$ cat config.mk
export PLATFORM = sky130hd
export DESIGN_NAME = gshare_branch_predictor
export DESIGN_NICKNAME = d
export VERILOG_FILES = /design/src/rtl/gshare_branch_predictor.sv
export SDC_FILE = /design/constraint.sdc
export NUM_CORES = 1
export LEC_CHECK = 0
export BUFFER_PORTS_ARGS = -buffer_cell sky130_fd_sc_hd__buf_2
export CAP_MARGIN = 20
export CORE_ASPECT_RATIO = 1.5
export CORE_MARGIN = 1
export CORE_UTILIZATION = 30
export DETAILED_ROUTE_END_ITERATION = 8
export GPL_TIMING_DRIVEN = 0
export PLACE_DENSITY = 0.54
export SYNTH_ARGS = -nofsm -noshare
export SYNTH_HDL_FRONTEND = slang
export SYNTH_SLANG_ARGS = --single-unit
$ cat constraint.sdc
create_clock -name clk -period 4 [get_ports clk]
set_input_delay 1.2 -clock clk [delete_from_list [all_inputs] [get_ports clk]]
set_output_delay 1.2 -clock clk [all_outputs]
set_load 0.01 [all_outputs]
$ cat src/rtl/gshare_branch_predictor.sv
// gshare_branch_predictor
//   Direction predictor for conditional branches in the fetch stage. The
//   counter table index is the word-aligned fetch PC XORed with a speculative
//   global history. The prediction is returned combinationally in the same
//   cycle. Resolved outcomes train the table and advance an architectural
//   history. On a mispredict or a flush, the speculative history is repaired
//   from the architectural history.
//
// Ports
//   clk                 single clock, rising-edge state updates
//   reset_n             asynchronous active-low reset
//   lookup_pc           PC of the instruction being fetched
//   lookup_valid        fetch slot holds a valid instruction
//   lookup_is_branch    pre-decode flags a conditional branch
//   predict_taken       predicted direction (combinational)
//   predict_index       table index used, carried down the pipe with the branch
//   update_valid        a conditional branch resolved this cycle
//   update_index        predict_index that travelled with the resolved branch
//   update_taken        actual direction
//   update_mispredicted direction mispredicted (qualified by update_valid)
//   flush               pipeline flush not covered by an update
module gshare_branch_predictor #(
  parameter int XLEN         = 32,
  parameter int INDEX_BITS   = 6,
  parameter int HISTORY_BITS = 4
) (
  input  logic                  clk,
  input  logic                  reset_n,
  input  logic [XLEN-1:0]       lookup_pc,
  input  logic                  lookup_valid,
  input  logic                  lookup_is_branch,
  output logic                  predict_taken,
  output logic [INDEX_BITS-1:0] predict_index,
  input  logic                  update_valid,
  input  logic [INDEX_BITS-1:0] update_index,
  input  logic                  update_taken,
  input  logic                  update_mispredicted,
  input  logic                  flush
);

  localparam int ENTRIES = 1 << INDEX_BITS;

  logic [1:0]              ctr_r [ENTRIES];
  logic [HISTORY_BITS-1:0] spec_ghr_r;
  logic [HISTORY_BITS-1:0] arch_ghr_r;
  logic [HISTORY_BITS-1:0] next_arch_s;
  logic [HISTORY_BITS-1:0] next_spec_s;
  logic                    recover_s;
  logic                    pc_unused_s;

  // Shift a new outcome into the history. A shift followed by a load of
  // bit 0 works for every legal length. For a one-bit history it simply
  // loads the new bit.
  function automatic logic [HISTORY_BITS-1:0] shift_in(
    input logic [HISTORY_BITS-1:0] ghr,
    input logic                    bit_in
  );
    logic [HISTORY_BITS-1:0] res;
    res    = ghr << 1;
    res[0] = bit_in;
    return res;
  endfunction

  // Saturating 2-bit counter step: 00 strong-NT ... 11 strong-T.
  function automatic logic [1:0] ctr_step(
    input logic [1:0] cnt,
    input logic       taken
  );
    logic [1:0] res;
    case ({taken, cnt})
      3'b1_11: res = 2'b11;
      3'b0_00: res = 2'b00;
      3'b1_00, 3'b1_01, 3'b1_10: res = cnt + 2'b01;
      3'b0_01, 3'b0_10, 3'b0_11: res = cnt - 2'b01;
      default: res = cnt;
    endcase
    return res;
  endfunction

  // The PC bits outside the index field carry no prediction information.
  assign pc_unused_s = &{1'b0, lookup_pc[XLEN-1:INDEX_BITS+2], lookup_pc[1:0]};

  // The history occupies the low bits of the index. The history is
  // zero-extended to the index width.
  assign predict_index = lookup_pc[INDEX_BITS+1:2] ^ INDEX_BITS'(spec_ghr_r);
  // There is no bypass. A same-cycle update to this entry is seen next cycle.
  assign predict_taken = ctr_r[predict_index][1];

  // Next-state selection for both histories. Recovery takes priority, so a
  // lookup in the same cycle as a flush or mispredict loses its shift.
  always_comb begin
    next_arch_s = arch_ghr_r;
    next_spec_s = spec_ghr_r;
    recover_s   = (update_valid && update_mispredicted) || flush;
    if (update_valid) begin
      next_arch_s = shift_in(arch_ghr_r, update_taken);
    end else begin
      next_arch_s = arch_ghr_r;
    end
    if (recover_s) begin
      next_spec_s = next_arch_s;
    end else if (lookup_valid && lookup_is_branch) begin
      next_spec_s = shift_in(spec_ghr_r, predict_taken);
    end else begin
      next_spec_s = spec_ghr_r;
    end
  end

  // History registers.
  always_ff @(posedge clk or negedge reset_n) begin
    if (!reset_n) begin
      spec_ghr_r <= {HISTORY_BITS{1'b0}};
      arch_ghr_r <= {HISTORY_BITS{1'b0}};
    end else begin
      spec_ghr_r <= next_spec_s;
      arch_ghr_r <= next_arch_s;
    end
  end

  // Counter table in flops. Reset makes every entry weakly not-taken, so
  // the first taken outcome flips the prediction.
  always_ff @(posedge clk or negedge reset_n) begin
    if (!reset_n) begin
      for (int i = 0; i < ENTRIES; i++) begin
        ctr_r[i] <= 2'b01;
      end
    end else if (update_valid) begin
      ctr_r[update_index] <= ctr_step(ctr_r[update_index], update_taken);
    end
  end

endmodule

==> flow_metrics.py <==
metrics = {
    "placed_design": {
        "io_buffers": 25,
        "place_hpwl_um": 15990,
        "dp.cells": 1137,
        "place.gp.congestion": 0.8082,
    },
    "min_path": {
        "min_path_cells": 2,
        "hp-class": "register to register",
    },
    "sta": {
        "slew_violations": 0,
        "rsz0062_at_grt": "true",
        "final.min_clock_period_ns": 4.174,
        "fin_crit_sh": 1.044,
        "skew_ns": 0.005006,
        "worst_slew_pin_slew_ns": 1.080,
        "finalSetupViolCount": 1,
        "fin_ws_ns": -0.1744,
        "finalHoldViolCount": 0,
        "max_freq_ghz": 0.2396,
        "finalHoldWorstSlack_ns": 0.4583,
        "relSlewSlack": 0.2786,
    },
    "power": {
        "pwr_density_cell_mw_per_mm2": 527.3,
        "power_leakage_uw": 0.003432,
        "peakVddDrop_mv": 0.2993,
    },
    "synth": {
        "yosys_warnings": 0,
        "syn_area_per_cell_um2": 9.664,
        "synth_nets": 831,
        "ys.flop_type": "dfrtp_1",
        "async_flop_share": 1.000,
        "yosysSeqAreaShare": 0.4592,
        "syn-instance-count": 785,
        "ys_types": 59,
        "ys_ff_latch": 136,
        "synth-edff-count": 0,
        "synth_area_mm2": 0.007586,
    },
    "global_routing": {
        "grt_overflow": 0,
        "met2_usage": 0.3290,
        "grt_pass1_wl_um": 36290,
        "grt_use_met3": 0.03215,
        "grt_use_met1": 0.2201,
        "grt_start_max_net_pins": 81,
        "top_usage_layer": "met2",
        "grt_use_total": 0.1875,
        "grt_pass1_vias": 6150,
        "antenna_found_initial": 0,
    },
    "worst_setup_path": {
        "path_class": "primary input to primary output",
        "crit_path_max_incr_delay_ns": 0.47,
        "crit_chain": "buf_8 -> xor2_4 -> buf_12 -> mux4_2 -> mux2i_4 -> mux4_2 -> mux2i_1 -> buf_2",
        "crit_required_ns": 2.80,
        "crit_cells": 8,
        "critPathTopFamily": "multiplexers",
        "cpMaxStageDelayCell": "mux4_2",
        "cp_num_buf_inv": 3,
        "worstPathMaxFanout": 10,
        "arrival_ns": 2.97,
        "endpoint_kind": "primary output",
        "r2r_cells": 9,
        "path_common_cell": "mux4_2",
        "critPathLaunchType": "primary input",
    },
    "clock_tree": {
        "clkSinkCount": 136,
        "cts.clk_slew.worst_paths_ns": 0.06,
        "clock_latency_ns": 0.43,
        "cts_buffers": 17,
        "clockRootBuffer": "clkbuf_16",
        "h-tree-depth": 4,
        "ctsLongestPathBuffers": 2,
        "hold_buffers": 0,
        "cts_tree": "yes",
    },
    "drt": {
        "firstDrtPassIters": 5,
        "postRouteAntennaNets": 0,
        "totalWireLength_um": 23040,
        "drt_iter0_drc": 472,
        "vias_per_cell": 5.149,
        "num_vias": 6050,
        "wl_per_cell_um": 19.61,
        "drcViolationCount": 0,
    },
    "finish": {
        "final_nets": 884,
        "syn2layout_area_growth_pct": 17.75,
        "layout.cells.non_filler": 1175,
        "diodes": 0,
        "drive_gt1_frac": 0.2914,
    },
    "die": {
        "row_count": 70,
        "fp.coreArea_mm2": 0.02461,
        "initial_core_util": 0.3082,
        "die_w_um": 131.8,
        "io_pins": 53,
        "die_h_um": 196.8,
        "dieArea_mm2": 0.02594,
    },
    "run": {
        "cap_violations": 0,
    },
    "status": {
        "status": "finished with violations",
        "failed_checks": "negative setup slack",
    },
}
power by group:
part	switching (uW)	internal (uW)	total [uW]	leakage, uW
Sequential	183	1720	1900	0.00157
Combinational	601	543	1140	0.00155
Clock	626	1040	1660	0.000308
Total	1410	3300	4710	0.00343
cell usage after synthesis (all sizes together) (4+ instances only):
| library cell | n | area share |
|---|---|---|
| a32oi | 4 | 0.0046 |
| dfrtp | 72 | 0.24 |
| nor3b | 4 | 0.0040 |
| a21oi | 77 | 0.066 |
| nand2b | 4 | 0.0033 |
| nor2b | 6 | 0.0049 |
| a221o | 4 | 0.0053 |
| o31ai | 9 | 0.012 |
| nand3 | 11 | 0.0073 |
| mux4 | 28 | 0.084 |
| nand2 | 138 | 0.068 |
| dfstp | 64 | 0.22 |
| mux2i | 24 | 0.032 |
| o22ai | 4 | 0.0033 |
| xor2 | 4 | 0.0056 |
| o21ai | 68 | 0.045 |
| a221oi | 4 | 0.0046 |
| nor3 | 4 | 0.0026 |
| nor2 | 145 | 0.072 |
| a22oi | 5 | 0.0049 |
| mux2 | 19 | 0.028 |
| buf | 39 | 0.038 |
| clkbuf | 10 | 0.0049 |
worst min-delay path, stage by stage, from the launching register on:
cell and delay, ns:
dfstp_2 0.36, nand2_1 0.04, o21ai_1 0.05
cells in the final DEF (no fill, tap or decap), drive strengths merged, types with 19 or more instances in the layout:
master and instances:
a21oi 77, nor2 145, nand2 138, mux2 19, clkbuf 34, mux4 28, dfstp 64, mux2i 24
o21ai 68, dfrtp 72, buf 72
path summary, 6_finish.rpt:
| path | from | to | slack, ns |
|---|---|---|---|
| min reg2reg | ctr_r[66] | ctr_r[66] | 0.46 |
| min in group asynchronous | reset_n | ctr_r[121] | 0.74 |
| max | lookup_pc[2] | predict_taken | -0.17 |
| max in group asynchronous | reset_n | ctr_r[6] | 2.43 |
| min | ctr_r[66] | ctr_r[66] | 0.46 |
| max reg2reg | ctr_r[81] | ctr_r[63] | 1.34 |
sequential cells by signal, summed over array words and instances (netlist names):
register and flops:
arch_ghr_r 4, spec_ghr_r 4, ctr_r 128
timing repair:
item	in CTS	in global routing
setup endpoints to repair	1	1
pin swaps	0	0
setup buffers	4	1
gates resized for setup	17	1
per-stage QoR:
stage / setup TNS, ns / utilization / total power (uW) / setup WS (ns) / cell area [um2]
final: -0.1744 / 0.3629 / 4710 / -0.1744 / 8932
after floorplan: 0 / - / 2652 / 0.03539 / 7600
after global routing: -0.2497 / 0.3629 / 4945 / -0.2497 / 8932
after global placement: -38.54 / 0.3304 / 2978 / -0.6094 / 8130
after detailed placement: -15.47 / 0.3323 / 3003 / -0.5973 / 8179
after CTS: -0.1188 / 0.3622 / 4736 / -0.1188 / 8914
routing by layer:
layer | part of all wire | routed length (um)
met4 | 0.041 | 938
met3 | 0.043 | 988
met2 | 0.51 | 11650
met5 | 0 | 0
met1 | 0.41 | 9468
final cells by class:
| cell class | count | area, um2 |
|---|---|---|
| plain buffers | 49 | 351.6 |
| well taps | 324 | 405.4 |
| inverters | 4 | 15.01 |
| flip-flops and latches | 136 | 3483 |
| repair buffers | 34 | 236.5 |
| clock inverters | 9 | 107.6 |
| fillers | 2444 | 15680 |
| clock buffers | 23 | 519.2 |
| multi-input cells | 596 | 3814 |
cells by family (layout without fill, tap and decap cells):
family                   Yosys count  after routing  share of synthesized area
AO/OA/AOI/OAI                    190            190                     0.1613
XOR/XNOR                           4              4                   0.005609
AND/OR/NAND/NOR                  329            329                     0.1813
adder cells (fa/ha/maj)            2              2                   0.003298
buffers and inverters             53            119                    0.04536
flip-flops                       136            136                     0.4592
multiplexers                      71             71                     0.1440
Power figures use the tool's default switching activity.
